$ cat src/rtl/mvm_pkg.sv
// Shared types and default sizing for the matrix-vector multiply sequencer.
//   mvm_state_e : controller state encoding (IDLE, LOAD_X, LOAD_A, COMPUTE, OUTPUT)
//   mvm_tag_t   : per-MAC tag carried alongside the read/multiply pipeline
//   *_DEF       : default M, N, AW and PIPE_LAT values
package mvm_pkg;

  localparam int unsigned M_DEF        = 4;
  localparam int unsigned N_DEF        = 4;
  localparam int unsigned AW_DEF       = 6;
  localparam int unsigned PIPE_LAT_DEF = 2;

  // Row index width carried in the tag; sized from the default row count.
  localparam int unsigned ROW_W = (M_DEF > 1) ? $clog2(M_DEF) : 1;

  typedef enum logic [2:0] {
    ST_IDLE    = 3'd0,
    ST_LOAD_X  = 3'd1,
    ST_LOAD_A  = 3'd2,
    ST_COMPUTE = 3'd3,
    ST_OUTPUT  = 3'd4
  } mvm_state_e;

  typedef struct packed {
    logic             valid;
    logic             first;  // column 0: accumulator restarts
    logic             last;   // column N-1: row sum complete after this MAC
    logic [ROW_W-1:0] row;
  } mvm_tag_t;

endpackage

$ cat src/rtl/mvm_tag_pipe.sv
// Fixed-depth shift register that delays each MAC tag by the read + multiply
// latency so it arrives at the accumulator together with its product.
//   clk    : clock
//   rst_ni : asynchronous active-low clear of every stage
//   tag_i  : tag issued this cycle
//   tag_o  : tag issued DEPTH cycles ago
module mvm_tag_pipe
  import mvm_pkg::*;
#(
  parameter int unsigned DEPTH = PIPE_LAT_DEF
) (
  input  logic     clk,
  input  logic     rst_ni,
  input  mvm_tag_t tag_i,
  output mvm_tag_t tag_o
);

  mvm_tag_t pipe_q [DEPTH];

  always_ff @(posedge clk or negedge rst_ni) begin
    if (!rst_ni) begin
      for (int i = 0; i < int'(DEPTH); i++) pipe_q[i] <= '0;
    end else begin
      pipe_q[0] <= tag_i;
      for (int i = 1; i < int'(DEPTH); i++) pipe_q[i] <= pipe_q[i-1];
    end
  end

  assign tag_o = pipe_q[DEPTH-1];

endmodule

$ cat src/rtl/mvm_seq_ctrl.sv
// Sequencing controller for the MxN signed matrix-vector multiply datapath.
// Loads x (N words) then A (M*N words, row-major) from a valid/ready stream,
// issues one MAC per cycle through the memory-read + multiply pipeline,
// commits each row sum to y memory, then streams y out with backpressure.
//   clk, reset         : clock, asynchronous active-low reset
//   start              : begin a job (sampled only in IDLE)
//   in_valid/in_ready  : input word handshake (x then A)
//   out_valid/out_ready: y word handshake on the datapath's data_out
//   addr_x/wr_en_x     : x memory port
//   addr_a/wr_en_a     : A memory port
//   acc_en/acc_first   : accumulator update / restart
//   addr_y/wr_en_y     : y memory port (write in COMPUTE, read in OUTPUT)
//   busy, done         : job in progress, one-cycle completion pulse
//   dbg_state          : current FSM state for observation
//
// Handshakes: a word transfers on any rising edge where valid and ready are
// both high. in_ready is a pure function of state and never depends on
// in_valid; out_valid, once high, stays high with stable data until out_ready.
module mvm_seq_ctrl
  import mvm_pkg::*;
#(
  parameter int unsigned M        = M_DEF,
  parameter int unsigned N        = N_DEF,
  parameter int unsigned AW       = AW_DEF,
  parameter int unsigned PIPE_LAT = PIPE_LAT_DEF
) (
  input  logic          clk,
  input  logic          reset,
  input  logic          start,
  input  logic          in_valid,
  output logic          in_ready,
  output logic          out_valid,
  input  logic          out_ready,
  output logic [AW-1:0] addr_x,
  output logic          wr_en_x,
  output logic [AW-1:0] addr_a,
  output logic          wr_en_a,
  output logic          acc_en,
  output logic          acc_first,
  output logic [AW-1:0] addr_y,
  output logic          wr_en_y,
  output logic          busy,
  output logic          done,
  output mvm_state_e    dbg_state
);

  localparam int unsigned MN = M * N;
  localparam int unsigned PW = $clog2(MN);
  localparam int unsigned CW = (N > 1) ? $clog2(N) : 1;
  localparam int unsigned RW = ROW_W;

  localparam logic [PW-1:0] PTR_X_LAST = PW'(N - 1);
  localparam logic [PW-1:0] PTR_A_LAST = PW'(MN - 1);
  localparam logic [PW-1:0] PTR_Y_LAST = PW'(M - 1);
  localparam logic [CW-1:0] COL_LAST   = CW'(N - 1);
  localparam logic [RW-1:0] ROW_LAST   = RW'(M - 1);

  mvm_state_e    state_q;
  logic [PW-1:0] ptr_q;      // load pointer, MAC index k, or y read pointer
  logic [CW-1:0] col_q;      // c = k % N, kept as its own counter
  logic [RW-1:0] row_q;      // r = k / N
  logic          issue_q;    // MACs still being issued in COMPUTE
  logic          wr_y_q;     // registered y write strobe
  logic [RW-1:0] y_row_q;    // row being committed by wr_y_q
  logic          out_valid_q;
  logic          done_q;

  mvm_tag_t tag_d;
  mvm_tag_t tag_out;

  always_comb begin
    tag_d       = '0;
    tag_d.valid = (state_q == ST_COMPUTE) && issue_q;
    tag_d.first = (col_q == '0);
    tag_d.last  = (col_q == COL_LAST);
    tag_d.row   = row_q;
  end

  mvm_tag_pipe #(.DEPTH(PIPE_LAT)) u_tag_pipe (
    .clk    (clk),
    .rst_ni (reset),
    .tag_i  (tag_d),
    .tag_o  (tag_out)
  );

  always_ff @(posedge clk or negedge reset) begin
    if (!reset) begin
      state_q     <= ST_IDLE;
      ptr_q       <= '0;
      col_q       <= '0;
      row_q       <= '0;
      issue_q     <= 1'b0;
      wr_y_q      <= 1'b0;
      y_row_q     <= '0;
      out_valid_q <= 1'b0;
      done_q      <= 1'b0;
    end else begin
      done_q  <= 1'b0;
      // The accumulator holds the full row sum the cycle after a last tag exits.
      wr_y_q  <= (state_q == ST_COMPUTE) && tag_out.valid && tag_out.last;
      y_row_q <= tag_out.row;

      case (state_q)
        ST_IDLE: begin
          if (start) begin
            state_q <= ST_LOAD_X;
            ptr_q   <= '0;
          end
        end

        ST_LOAD_X: begin
          if (in_valid) begin
            if (ptr_q == PTR_X_LAST) begin
              ptr_q   <= '0;
              state_q <= ST_LOAD_A;
            end else begin
              ptr_q <= ptr_q + 1'b1;
            end
          end
        end

        ST_LOAD_A: begin
          if (in_valid) begin
            if (ptr_q == PTR_A_LAST) begin
              ptr_q   <= '0;
              col_q   <= '0;
              row_q   <= '0;
              issue_q <= 1'b1;
              state_q <= ST_COMPUTE;
            end else begin
              ptr_q <= ptr_q + 1'b1;
            end
          end
        end

        ST_COMPUTE: begin
          if (issue_q) begin
            ptr_q <= ptr_q + 1'b1;
            if (col_q == COL_LAST) begin
              col_q <= '0;
              row_q <= row_q + 1'b1;
            end else begin
              col_q <= col_q + 1'b1;
            end
            if (ptr_q == PTR_A_LAST) issue_q <= 1'b0;
          end
          // Leave only once the final row has been committed.
          if (wr_y_q && (y_row_q == ROW_LAST)) begin
            ptr_q   <= '0;
            state_q <= ST_OUTPUT;
          end
        end

        ST_OUTPUT: begin
          // addr_y changes on the handshake edge, so the registered read data
          // is stale for one cycle: drop out_valid for that bubble.
          if (out_valid_q && out_ready) begin
            out_valid_q <= 1'b0;
            if (ptr_q == PTR_Y_LAST) begin
              ptr_q   <= '0;
              done_q  <= 1'b1;
              state_q <= ST_IDLE;
            end else begin
              ptr_q <= ptr_q + 1'b1;
            end
          end else begin
            out_valid_q <= 1'b1;
          end
        end

        default: state_q <= ST_IDLE;
      endcase
    end
  end

  always_comb begin
    in_ready  = (state_q == ST_LOAD_X) || (state_q == ST_LOAD_A);
    wr_en_x   = (state_q == ST_LOAD_X) && in_valid;
    wr_en_a   = (state_q == ST_LOAD_A) && in_valid;
    addr_x    = '0;
    addr_a    = '0;
    addr_y    = '0;
    case (state_q)
      ST_LOAD_X:  addr_x = AW'(ptr_q);
      ST_LOAD_A:  addr_a = AW'(ptr_q);
      ST_COMPUTE: begin
        addr_x = AW'(col_q);
        addr_a = AW'(ptr_q);
        addr_y = AW'(y_row_q);
      end
      ST_OUTPUT:  addr_y = AW'(ptr_q);
      default: ;
    endcase
    acc_en    = (state_q == ST_COMPUTE) && tag_out.valid;
    acc_first = acc_en && tag_out.first;
    wr_en_y   = wr_y_q;
    out_valid = out_valid_q;
    busy      = (state_q != ST_IDLE);
    done      = done_q;
    dbg_state = state_q;
  end

endmodule

$ cat config.mk
export PLATFORM = sky130hd
export DESIGN_NAME = mvm_seq_ctrl
export DESIGN_NICKNAME = d
export VERILOG_FILES = /design/src/rtl/mvm_pkg.sv /design/src/rtl/mvm_tag_pipe.sv /design/src/rtl/mvm_seq_ctrl.sv
export SDC_FILE = /design/constraint.sdc
export NUM_CORES = 1
export LEC_CHECK = 0
export CORE_MARGIN = 3
export CORE_UTILIZATION = 45
export CTS_CLUSTER_SIZE = 12
export DETAILED_ROUTE_END_ITERATION = 8
export PLACE_DENSITY = 0.75
export SLEW_MARGIN = 25
export SYNTH_ARGS = -nofsm -noshare
export SYNTH_HDL_FRONTEND = slang
export SYNTH_SLANG_ARGS = --single-unit
$ cat constraint.sdc
create_clock -name clk -period 2.05 [get_ports clk]
set_clock_uncertainty 0.05 [all_clocks]
set_input_delay 0.205 -clock clk [delete_from_list [all_inputs] [get_ports clk]]
set_output_delay 0.205 -clock clk [all_outputs]
set_load 0.005 [all_outputs]
==> impl_results.html <==
<table>
<tr><th>Metric</th><th>Value</th></tr>
<tr><th colspan="2">Outcome</th></tr>
<tr><td>Outcome</td><td>completed</td></tr>
<tr><th colspan="2">Global routing</th></tr>
<tr><td>Largest net degree at the start of global routing</td><td>28</td></tr>
<tr><td>Initial antenna violation count</td><td>0</td></tr>
<tr><td>Via count of the first global-routing pass</td><td>1280</td></tr>
<tr><td>Global-route usage over all layers</td><td>19.2%</td></tr>
<tr><td>Overflow after GRT</td><td>0</td></tr>
<tr><td>Global-route wire length before repair</td><td>6.16 mm</td></tr>
<tr><th colspan="2">Critical path</th></tr>
<tr><td>Crit path DAT</td><td>1.75 ns</td></tr>
<tr><td>Required time reported for the critical path endpoint</td><td>1.79 ns</td></tr>
<tr><td>Standard cell with the maximum stage delay on the critical path</td><td>sky130_fd_sc_hd__dfrtp_2</td></tr>
<tr><td>CP bufs+invs</td><td>3</td></tr>
<tr><td>Type of element launching the critical path</td><td>flip-flop</td></tr>
<tr><td>Slowest cell delay on critical path</td><td>0.47 ns</td></tr>
<tr><td>Maximum fanout count along the critical path</td><td>5</td></tr>
<tr><td>Family with the most delay on the worst path</td><td>buffers and inverters</td></tr>
<tr><td>Kind of end point of the critical path</td><td>primary output</td></tr>
<tr><td>CP most frequent cell</td><td>sky130_fd_sc_hd__buf_4</td></tr>
<tr><td>Ordered list of cells on the worst path</td><td>buf_4 -&gt; and2b_4 -&gt; buf_4 -&gt; and3_2 -&gt; dlygate4sd2_1</td></tr>
<tr><td>Worst Path Class, Setup</td><td>flip-flop to primary output</td></tr>
<tr><th colspan="2">Yosys</th></tr>
<tr><td>Post-Synth Adder-Cell Area</td><td>2.50%</td></tr>
<tr><td>Mux contribution to synthesized area</td><td>2.75%</td></tr>
<tr><td>Number of warnings printed during yosys synthesis</td><td>0</td></tr>
<tr><td>Library cell with the highest instance count after synthesis</td><td>sky130_fd_sc_hd__dfrtp_1</td></tr>
<tr><td>Fraction of the mapped netlist area in compound gates</td><td>17.5%</td></tr>
<tr><td>Syn Area/Cell</td><td>10.2 um2</td></tr>
<tr><td>Simple-gate portion of the synthesized area</td><td>22.0%</td></tr>
<tr><td>Commonest cells in the synthesized netlist</td><td>sky130_fd_sc_hd__dfrtp_1, sky130_fd_sc_hd__nand3_1, sky130_fd_sc_hd__o21ai_0</td></tr>
<tr><td>Number of enable flip-flop cells after synthesis</td><td>0</td></tr>
<tr><td>Share of the synthesized netlist area taken by xor and xnor gates</td><td>1.17%</td></tr>
<tr><td>Async set-reset flop share out of synthesis</td><td>100%</td></tr>
<tr><td>Synth unique cells</td><td>49</td></tr>
<tr><td>Biggest area consumer among synthesized cells</td><td>sky130_fd_sc_hd__dfrtp_1</td></tr>
<tr><td>Part of the Yosys area used for sequential elements</td><td>45.0%</td></tr>
<tr><td>Synthesis-stage register bit count</td><td>27</td></tr>
<tr><td>Top cell type's share of synthesized area</td><td>45.0%</td></tr>
<tr><td>Number of instances in the synthesized netlist</td><td>147</td></tr>
<tr><td>Primary flip-flop cell chosen by synthesis mapping</td><td>sky130_fd_sc_hd__dfrtp_1</td></tr>
<tr><td>Main combinational cell family by area after synthesis</td><td>simple AND/OR/NAND/NOR gates</td></tr>
<tr><td>Post-Synthesis Cell Area</td><td>1500 um2</td></tr>
<tr><td>Biggest area contributors in the synthesized netlist</td><td>sky130_fd_sc_hd__dfrtp_1, sky130_fd_sc_hd__a22o_1, sky130_fd_sc_hd__nand3_1, sky130_fd_sc_hd__o21ai_0, sky130_fd_sc_hd__buf_4</td></tr>
<tr><th colspan="2">Route</th></tr>
<tr><td>Sum of routed wire length over all layers</td><td>3.73 mm</td></tr>
<tr><td>Initial detailed-routing violation count</td><td>63</td></tr>
<tr><td>Final ANT Viol Nets</td><td>0</td></tr>
<tr><td>Vias per cell</td><td>5.34</td></tr>
<tr><td>Drt drc</td><td>0</td></tr>
<tr><td>WL per Instance</td><td>15.4 um</td></tr>
<tr><td>Number of iterations in the first detailed-routing pass</td><td>4</td></tr>
<tr><td>Via count of the routed design</td><td>1298</td></tr>
<tr><th colspan="2">Clock network</th></tr>
<tr><td>Post-cts hold buffer count</td><td>0</td></tr>
<tr><td>Maximum buffer depth of the clock tree</td><td>2</td></tr>
<tr><td>Sink count of the clock tree</td><td>27</td></tr>
<tr><td>Worst-path clk slew</td><td>0.17 ns</td></tr>
<tr><td>Clock latency of the later-clocked register in the worst-skew pair</td><td>0.34 ns</td></tr>
<tr><td>TritonCTS Buffers</td><td>3</td></tr>
<tr><td>Clock Tree Root</td><td>sky130_fd_sc_hd__clkbuf_4</td></tr>
<tr><td>H-tree lvl count</td><td>1</td></tr>
<tr><td>TritonCTS clock tree</td><td>yes</td></tr>
<tr><th colspan="2">STA</th></tr>
<tr><td>Hold Vio Cnt, Final</td><td>0</td></tr>
<tr><td>Worst Hold Margin</td><td>0.156 ns</td></tr>
<tr><td>Unrepaired setup endpoints after global routing</td><td>yes</td></tr>
<tr><td>Min Clock Period, post-route</td><td>2.00 ns</td></tr>
<tr><td>Final Max Slew Viols</td><td>0</td></tr>
<tr><td>Share of the clock period used by the worst path after layout</td><td>97.6%</td></tr>
<tr><td>Final setup violating endpoints</td><td>0</td></tr>
<tr><td>Maximum achievable frequency</td><td>500 MHz</td></tr>
<tr><th colspan="2">Power and ir drop</th></tr>
<tr><td>Cell area power density</td><td>1400 nW/um2</td></tr>
<tr><td>P_leak</td><td>1.08 nW</td></tr>
<tr><td>Worst supply voltage drop on vdd</td><td>0.831 mV</td></tr>
<tr><th colspan="2">Floorplan</th></tr>
<tr><td>IO Count</td><td>35</td></tr>
<tr><td>Effective utilization at floorplan</td><td>48.0%</td></tr>
<tr><td>Number of rows in the core area</td><td>20</td></tr>
<tr><td>Total die area</td><td>4070 um2</td></tr>
<tr><td>Floorplan Core Area</td><td>3130 um2</td></tr>
<tr><td>Die span in x</td><td>63.8 um</td></tr>
<tr><td>Die height</td><td>63.8 um</td></tr>
<tr><th colspan="2">Place</th></tr>
<tr><td>Count of buffers from port buffering</td><td>28</td></tr>
<tr><td>Post-detail-place hpwl</td><td>2.59 mm</td></tr>
<tr><td>Gp weighted congestion</td><td>0.958</td></tr>
<tr><td>Post-Place Cells</td><td>222</td></tr>
<tr><th colspan="2">Cells and area</th></tr>
<tr><td>Area occupied by multi-input gates</td><td>737 um2</td></tr>
<tr><td>Synthesis-to-finish area growth</td><td>36.1%</td></tr>
<tr><td>Fin nets</td><td>208</td></tr>
<tr><td>Sequential cell area</td><td>678 um2</td></tr>
<tr><td>Number of inserted diodes</td><td>0</td></tr>
<tr><td>Filler-free cell count of the finished design</td><td>243</td></tr>
<tr><td>Final Util</td><td>65.4%</td></tr>
<tr><td>Fillers</td><td>263</td></tr>
<tr><td>Proportion of layout cells with a drive suffix above 1</td><td>26.6%</td></tr>
<tr><th colspan="2">Min path</th></tr>
<tr><td>HP Class</td><td>input port to async pin</td></tr>
<tr><th colspan="2">Flow run</th></tr>
<tr><td>Max Cap Viol</td><td>0</td></tr>
</table>
==> registers in the layout, summed over array words and instances (netlist names) <==
register           cells
wr_en_y                1
issue_q                1
row_q                  2
out_valid              1
u_tag_pipe.tag_o       5
u_tag_pipe.pipe_q      5
done                   1
y_row_q                2
col_q                  2
dbg_state              3
ptr_q                  4
==> worst reg2reg max path, delay by kind of cell, from the launching register on <==
family | cells | cell delay [ns]
adder cells (fa/ha/maj) | 1 | 0.24
flip-flops | 1 | 0.42
AO/OA/AOI/OAI | 2 | 0.57
AND/OR/NAND/NOR | 2 | 0.62
==> logic make-up (layout without fill, tap and decap cells) <==
family                     count (synthesis)  in the layout
AOI/OAI and AO/OA                         35             35
xor gates and xnor gates                   2              2
adders and majority gates                  3              3
buffers and inverters                     21             68
DFF                                       27             27
muxes                                      4              4
other                                      1              6
and+or+nand+nor                           54             54
==> cell type report <==
type | count | share of cell area, %
clock buffers | 3 | 1.10
well taps | 44 | 2.69
flip-flops and latches | 27 | 33.2
inverters | 7 | 1.47
multi-input cells | 104 | 36.0
clock inverters | 1 | 0.428
repair buffers | 57 | 25.1
==> cells in the final DEF (no fill, tap or decap), drive strengths merged, types with 6 or more instances in the layout <==
cell	instances
o21ai	9
dfrtp	27
nand2	7
inv	7
nor2	7
dlymetal6s2s	6
and3	7
conb	6
buf	29
and2	7
a22o	7
clkdlybuf4s50	13
dlygate4sd2	9
nand3	10
==> where the power goes <==
| group | total, mW | switching [mW] | internal, mW | leakage, nW |
|---|---|---|---|---|
| clock network | 0.257 | 0.177 | 0.0799 | 0.0183 |
| registers | 0.876 | 0.163 | 0.713 | 0.340 |
| logic | 1.73 | 0.787 | 0.941 | 0.718 |
==> what timing repair did <==
action                                  4_1_cts  5_1_grt
endpoints found under the setup margin       18       14
cloned                                        0        0
pin swaps                                     2        5
buffers inserted                             10        7
resized for setup                            17       11
==> metrics by stage <==
| stage | setup TNS [ns] | setup slack (ns) | power (mW) | instance area (um2) |
|---|---|---|---|---|
| 5_1_grt | -0.0256 | -0.0225 | 3.07 | 2040 |
| 3_5_place_dp | 0 | 0.122 | 2.36 | 1840 |
| 2_1_floorplan | 0 | 0.192 | 1.77 | 1520 |
| 3_3_place_gp | 0 | 0.161 | 2.31 | 1840 |
| 4_1_cts | 0 | 0.00610 | 2.75 | 1960 |
| 6_report | 0 | 0.0491 | 2.86 | 2040 |
==> path summary, 6_finish.rpt <==
| path | start | end | slack [ns] | cells past startpoint |
|---|---|---|---|---|
| setup / recovery | dbg_state[1] | wr_en_a | 0.05 | 5 |
| hold / removal | reset | out_valid | 0.16 | 2 |
| setup reg to reg | ptr_q[0] | dbg_state[0] | 0.07 | 5 |
| hold reg to reg | u_tag_pipe.pipe_q[5] | u_tag_pipe.tag_o[0] | 0.32 | 0 |
| max in group asynchronous | reset | dbg_state[0] | 1.52 | 2 |
| min in group clk | u_tag_pipe.pipe_q[5] | u_tag_pipe.tag_o[0] | 0.32 | 0 |
==> metal layers <==
layer,vias up,global-route usage (%),routed length (um)
li1,622,-,-
met3,4,1.23,218
met1,625,26.3,1650
met4,0,6.47,46
met2,47,32.1,1820
met5,-,0,0
No activity file was read; power rests on OpenSTA's default activity.
